### src/rtl/alu_issue_stage.sv
// alu_issue_stage: ID/EX issue stage feeding the 32-bit ALU.
//   Resolves EX/MEM and MEM/WB operand forwarding when an op is accepted and
//   picks immediate or forwarded rt for operand B. The resolved op is latched
//   into a 2-entry skid buffer. The head entry drives the ALU directly.
//
// State table
//   state | meaning
//   EMPTY | no ops held; outValid=0, inReady=1
//   ONE   | head entry valid; inReady=1
//   FULL  | head + second entry valid; inReady=0
//
// Ports
//   clk, rst                  clock, synchronous active-high reset
//   flush                     drop all buffered ops and the op offered this cycle
//   inValid/inReady           upstream handshake (inReady registered)
//   rsData, rtData, imm32     operand sources from decode / regfile
//   useImm, shamtIn, aluSelIn operand-B select, shift amount, ALU select
//   rsAddr, rtAddr, rdAddr    source/destination register numbers
//   regWriteIn                op writes rdAddr
//   exmem*, memwb*            forwarding sources from later stages
//   outValid/outReady         downstream handshake
//   x32bit, y32bit, shiftAmount, sel, rdOut, regWriteOut   head entry fields
module alu_issue_stage #(
  parameter int DEPTH_LOG2 = 1
) (
  input  logic        clk,
  input  logic        rst,
  input  logic        flush,
  input  logic        inValid,
  output logic        inReady,
  input  logic [31:0] rsData,
  input  logic [31:0] rtData,
  input  logic [31:0] imm32,
  input  logic        useImm,
  input  logic [4:0]  shamtIn,
  input  logic [3:0]  aluSelIn,
  input  logic [4:0]  rsAddr,
  input  logic [4:0]  rtAddr,
  input  logic [4:0]  rdAddr,
  input  logic        regWriteIn,
  input  logic        exmemRegWrite,
  input  logic [4:0]  exmemRd,
  input  logic [31:0] exmemRes,
  input  logic        memwbRegWrite,
  input  logic [4:0]  memwbRd,
  input  logic [31:0] memwbData,
  output logic        outValid,
  input  logic        outReady,
  output logic [31:0] x32bit,
  output logic [31:0] y32bit,
  output logic [4:0]  shiftAmount,
  output logic [3:0]  sel,
  output logic [4:0]  rdOut,
  output logic        regWriteOut
);

  localparam logic [1:0] FULL_CNT = 2'(1 << DEPTH_LOG2);

  typedef enum logic [1:0] {
    EMPTY = 2'd0,
    ONE   = 2'd1,
    FULL  = FULL_CNT
  } state_t;

  typedef struct packed {
    logic [31:0] x;
    logic [31:0] y;
    logic [4:0]  shamt;
    logic [3:0]  sel;
    logic [4:0]  rd;
    logic        rw;
  } entry_t;

  state_t      state;
  entry_t      head;
  entry_t      second;
  entry_t      incoming;
  logic [31:0] fwd_rs;
  logic [31:0] fwd_rt;
  logic        accept;
  logic        pop;

  // $0 is never forwarded; EX/MEM has priority over MEM/WB.
  always_comb begin
    fwd_rs = rsData;
    if (rsAddr != 5'd0) begin
      if (exmemRegWrite && exmemRd == rsAddr)      fwd_rs = exmemRes;
      else if (memwbRegWrite && memwbRd == rsAddr) fwd_rs = memwbData;
    end
  end

  always_comb begin
    fwd_rt = rtData;
    if (rtAddr != 5'd0) begin
      if (exmemRegWrite && exmemRd == rtAddr)      fwd_rt = exmemRes;
      else if (memwbRegWrite && memwbRd == rtAddr) fwd_rt = memwbData;
    end
  end

  always_comb begin
    incoming.x     = fwd_rs;
    incoming.y     = useImm ? imm32 : fwd_rt;
    incoming.shamt = shamtIn;
    incoming.sel   = aluSelIn;
    incoming.rd    = rdAddr;
    incoming.rw    = regWriteIn;
  end

  assign accept = inValid & inReady & ~flush;
  assign pop    = outValid & outReady;

  always_ff @(posedge clk) begin
    if (rst) begin
      state    <= EMPTY;
      head     <= '0;
      second   <= '0;
      outValid <= 1'b0;
      inReady  <= 1'b1;
    end else if (flush) begin
      // Data registers keep their contents; only occupancy is cleared.
      state    <= EMPTY;
      outValid <= 1'b0;
      inReady  <= 1'b1;
    end else begin
      case (state)
        EMPTY: begin
          if (accept) begin
            head     <= incoming;
            state    <= ONE;
            outValid <= 1'b1;
          end
        end
        ONE: begin
          if (accept && pop) begin
            head <= incoming;
          end else if (accept) begin
            second  <= incoming;
            state   <= FULL;
            inReady <= 1'b0;
          end else if (pop) begin
            state    <= EMPTY;
            outValid <= 1'b0;
          end
        end
        FULL: begin
          if (pop) begin
            head    <= second;
            state   <= ONE;
            inReady <= 1'b1;
          end
        end
        default: begin
          state    <= EMPTY;
          outValid <= 1'b0;
          inReady  <= 1'b1;
        end
      endcase
    end
  end

  assign x32bit      = head.x;
  assign y32bit      = head.y;
  assign shiftAmount = head.shamt;
  assign sel         = head.sel;
  assign rdOut       = head.rd;
  assign regWriteOut = head.rw;

endmodule

### config.mk
export PLATFORM = sky130hd
export DESIGN_NAME = alu_issue_stage
export DESIGN_NICKNAME = d
export VERILOG_FILES = /design/src/rtl/alu_issue_stage.sv
export SDC_FILE = /design/constraint.sdc
export NUM_CORES = 1
export LEC_CHECK = 0
export ABC_AREA = 1
export CORE_ASPECT_RATIO = 1.25
export CORE_MARGIN = 1
export CORE_UTILIZATION = 49
export CTS_BUF_LIST = sky130_fd_sc_hd__clkbuf_8
export CTS_CLUSTER_DIAMETER = 80
export DETAILED_ROUTE_END_ITERATION = 6
export GPL_TIMING_DRIVEN = 0
export PLACE_DENSITY = 0.79
export SETUP_SLACK_MARGIN = 0.02
export SLEW_MARGIN = 20
export SYNTH_ARGS = -nofsm -noshare
export SYNTH_HDL_FRONTEND = slang
export SYNTH_SLANG_ARGS = --single-unit
### constraint.sdc
create_clock -name clk -period 2 [get_ports clk]
set_input_delay 0.6 -clock clk [delete_from_list [all_inputs] [get_ports clk]]
set_output_delay 0.6 -clock clk [all_outputs]
set_load 0.01 [all_outputs]
* Word level (Yosys, flattened, before mapping)
Index checks and enable logic that the tools add are counted.
Word-level totals: register bits after elaboration 162, output and inout port bits 81, logic and storage cells 77
Operators by class: equality and inequality tests 14, mux-type cells 26, bitwise operators 7, reductions and logical operators 15
Operator list (count):
- 79-bit two-way mux | 3
- 79-bit one-hot mux with 3 select lines | 1
- 32-bit two-way mux | 7
- 5-bit equality test | 4
- 2-bit inequality test (second input constant) | 7
- 4-bit AND reduction | 3
- 2-bit two-way mux | 5
- 5-bit AND reduction | 2
- 5-bit nonzero test | 2
- 1-bit two-way mux | 7
- 1-bit one-hot mux with 3 select lines | 2
- 2-bit one-hot mux with 3 select lines | 1
- 1-bit logical AND | 5
- 1-bit inverter | 4
- 1-bit AND | 3
- 3-bit inequality test (second input constant) | 1
- 3-bit nonzero test | 1
- 2-bit by 1-bit equality test with 1-bit output (second input constant) | 1
- 2-bit equality test (second input constant) | 1
- 2-bit logical NOT | 1
- 2-bit OR reduction | 1

* Logic depth before layout (Yosys ltp)
depth after elaboration 8, depth in mapped cells 13

* Worst setup path after synthesis
OpenSTA, ideal clock, no wires.
kind input to register, start point in rtAddr[4], end point reg second[22] (netlist name), setup time 113 ps, data arrival time 1675 ps, data required time 1887 ps, slack 212 ps, stages on the path 9, cell sequence inv_1 nand3_1 nor3_4 clkbuf_1 a21oi_1 nand2_1 nand2_1 o21ai_1 inv_1
Between the ends: word-level cells in the longest chain between the ends 6, elaborated cells on any way between the ends 9, those cells by class 2 x eq/ne; 4 x mux; 3 x reduce/logical
Ends and longest elaborated chain:
- from (decl) | RTL line 38 | input logic [4:0] rtAddr,
- 5-bit equality test | RTL line 96 | else if (memwbRegWrite && memwbRd == rtAddr) fwd_rt = memwbData;
- 1-bit logical AND | RTL line 96
- 32-bit two-way mux | RTL line 96
- 32-bit two-way mux | RTL line 95 | if (exmemRegWrite && exmemRd == rtAddr) fwd_rt = exmemRes;
- 32-bit two-way mux * | RTL line 94 | if (rtAddr != 5'd0) begin
- 32-bit two-way mux * | RTL line 102 | incoming.y = useImm ? imm32 : fwd_rt;
- to (signal assigned) | RTL line 137 | second <= incoming;
- to (decl) | RTL line 76 | entry_t second;
Every way passes the cells marked *; elsewhere a longest branch is shown, timed or not. A chain may end at the register's enable or synchronous reset.

* Worst setup path in the final report
start point reg head, in the netlist x32bit[20], end point out x32bit[20]
RTL lines:
- from (decl) | RTL line 75 | entry_t head;
- from (signal assigned) | RTL line 128 | head <= incoming;
- from (signal assigned) | RTL line 135 | head <= incoming;
- from (signal assigned) | RTL line 147 | head <= second;
- to (decl) | RTL line 49 | output logic [31:0] x32bit,
No word-level cell between the ends.

==> flow_summary.ini <==
[outcome]
status = complete, but fails checks
failed_checks = DRC

[critical_path]
crit_chain = clkdlybuf4s50_1
crit_arrival_ps = 1360
cp.required_ps = 1400
end_kind = output port
crit_type = reg2out
worst_path_max_delay_cell = clkdlybuf4s50_1
crit_buf_inv = 1
r2r-end = second[51]$_SDFFE_PP0P_
crit_fanout = 2
critPathTopFamily = buffers and inverters
reg2regPathDepth = 8
critPathMaxStageDelay_ps = 540
reg2reg_slack_ps = 90
start_kind = flip-flop
r2r_start = state[0]$_SDFFE_PP0P_

[global_route]
grt_antenna_before_repair = 2
grt_max_degree = 20
gr-total-overflow = 0
grt_pass1_wl_um = 55000
grt_pass1_vias = 10600
gr-usage-all-layers = 0.353

[detailed_routing]
via_per_inst = 5.41
routed_wl_um = 36500
wl_per_cell_um = 16.9
drt_iter0_drc = 1006
antenna_left = 0
route.vias.total = 11700
drc = 1
first_pass_iters = 7

[sta]
finalSetupViolations = 0
finalMaxSlewViolations = 0
worst_pin_slew_ps = 648
fin_ws_ps = 39.2
layout_min_cycle_time_ps = 1960
hold_violations = 0
rsz0062_at_grt = true
finClkSkew_ps = 22.4
hold_slack_ps = 484
slew_headroom = 0.568
timing.final.crit_share = 0.980
fmax_mhz = 510

[synthesis]
yosysUniqueCellTypes = 28
synth_area_leaders = dfxtp_1 (34%), nand2_1 (14%), a21oi_1 (10%), nor2_1 (8.6%), o21ai_0 (7.2%)
synth_top_area_frac = 0.340
seq_area_frac_synth = 0.340
synth.cell_area_um2 = 9540
async_flop_share = 0
ys_warn_count = 0
synth-edff-count = 0
synth.most_common_cell = nand2_1
syn_nets = 1800
synth_area_per_cell_um2 = 5.98
netlist_instances = 1597
synth_top_area_cell = dfxtp_1
synth_common_cells = nand2_1 (365), nor2_1 (219), a21oi_1 (200), inv_1 (182), dfxtp_1 (162)
ys_ff_latch = 162
synth_ff_type = dfxtp_1

[clock_tree]
clockBufferDepth = 2
tritoncts = built
clk_pin_slew_ps = 100
cts_root_buf = clkbuf_8
worstSkewPairLatency_ps = 490
cts_buffers = 17
clock-sinks = 162
h-tree-depth = 4

[pwr]
power.leakage_nw = 7.44
powerDensity_nw_per_um2 = 567
p_total_mw = 7.73
peakVddDrop_mv = 0.389

[worst_hold_path]
min_path_type = reg2reg
min_to = sel[2]$_SDFFE_PP0P_
hp-start = second[8]$_SDFFE_PP0P_
worstHoldPathCells = 2

[die]
rows = 56
io-pin-count = 284
dieHeight_um = 158
die_w_um = 127
die-area_um2 = 20000
core_um2 = 18900
start_util = 0.504

[cells_and_area]
synthToLayoutAreaGrowth_pct = 42.7
finalNetCount = 2118
stdcell_area_um2 = 13600
drive_gt1_frac = 0.107

[placement]
placed_area_um2 = 12600
place_ws_ps = -749
port_buffers = 281
hpwlAfterDp_um = 27800
place_congestion = 0.912

[job]
drv_cap = 0
where the power goes:
part           switching, mW  leakage [nW]  internal (mW)
Combinational          0.931          5.92          0.825
Sequential            0.0727          1.32           3.36
Clock                   1.58         0.202          0.960
Total                   2.58          7.44           5.15
how the worst max path moves through the flow:
stage               cells after the start                 endpoint  slack [ps]               startpoint
finish                                  1               x32bit[20]          40  x32bit[20]$_SDFFE_PP0P_
global route                           11  second[66]$_SDFFE_PP0P_         -10            exmemRegWrite
CTS                                    13  second[22]$_SDFFE_PP0P_           4               memwbRd[4]
detailed placement                     13  second[22]$_SDFFE_PP0P_        -750                rtAddr[3]
global placement                       10  second[23]$_SDFFE_PP0P_        -750                rtAddr[3]
floorplan                               9  second[22]$_SDFFE_PP0P_         210                rtAddr[4]
repair_timing:
item	in CTS	in global routing
gates resized for setup	111	134
gates cloned	3	3
pin swaps	12	17
setup buffers	6	6
hold buffers	0	0
setup endpoints to repair	190	167
cell type report:
class,instances,area [um^2]
fill,1677,5300
clock inverter,15,181
tap,232,290
inverter,190,722
buffer,111,688
timing repair buffer,298,3000
multi-input combinational,1135,5250
sequential,162,3240
clock buffer,17,234
antenna,2,5.00
kinds of logic (layout without fill, tap and decap cells):
family / count (synthesis) / count (layout) / share of synthesized area
flip-flops: 162 / 162 / 0.340
buffers and inverters: 301 / 631 / 0.131
AO/OA/AOI/OAI: 419 / 419 / 0.224
other: 0 / 2 / 0
AND/OR/NAND/NOR: 715 / 716 / 0.305
state kept, by name, indices dropped and copies added (netlist names):
| signal | count |
|---|---|
| state | 2 |
| inReady | 1 |
| outValid | 1 |
| second | 79 |
| rdOut | 5 |
| regWriteOut | 1 |
| shiftAmount | 5 |
| y32bit | 32 |
| sel | 4 |
| x32bit | 32 |
worst reg2reg max path, cell delays in order (launching register included):
cell and delay (ps):
dfxtp_1 330, buf_4 150, inv_2 40, nor2_1 130, nand2_2 90, nor2_2 210, clkbuf_1 520, o21ai_0 210
a21oi_1 160
routing by layer:
metal / GRT usage / share of wire
met4: 0.183 / 0.040
met1: 0.418 / 0.39
met3: 0.0473 / 0.081
met2: 0.622 / 0.49
met5: 0 / 0
layout by cell type (no fill, tap or decap), drive strengths merged:
master,netlist,final
clkinv,1,7
o2111ai,1,1
clkbuf,57,82
nor3,2,2
dfxtp,162,162
nor2,243,243
buf,54,66
o22ai,4,4
a31oi,15,15
o211ai,1,1
a211o,1,1
nand3,103,104
o21ai,195,195
a21oi,200,200
clkdlybuf4s50,0,184
diode,0,2
inv,189,195
dlygate4sd2,0,56
clkdlybuf4s15,0,1
nand4,2,2
nand2,365,365
a211oi,2,2
dlymetal6s2s,0,37
clkinvlp,0,3
through the flow:
step / cells / utilization / setup TNS [ps]
6_report: 2162 / 0.720 / 0
5_1_grt: 2162 / 0.720 / -26.6
4_1_cts: 2151 / 0.699 / 0
3_5_place_dp: 2110 / 0.668 / -98040
3_3_place_gp: 2110 / 0.668 / -96690
2_1_floorplan: 1597 / - / 0
(Power assumes the default switching activity.)
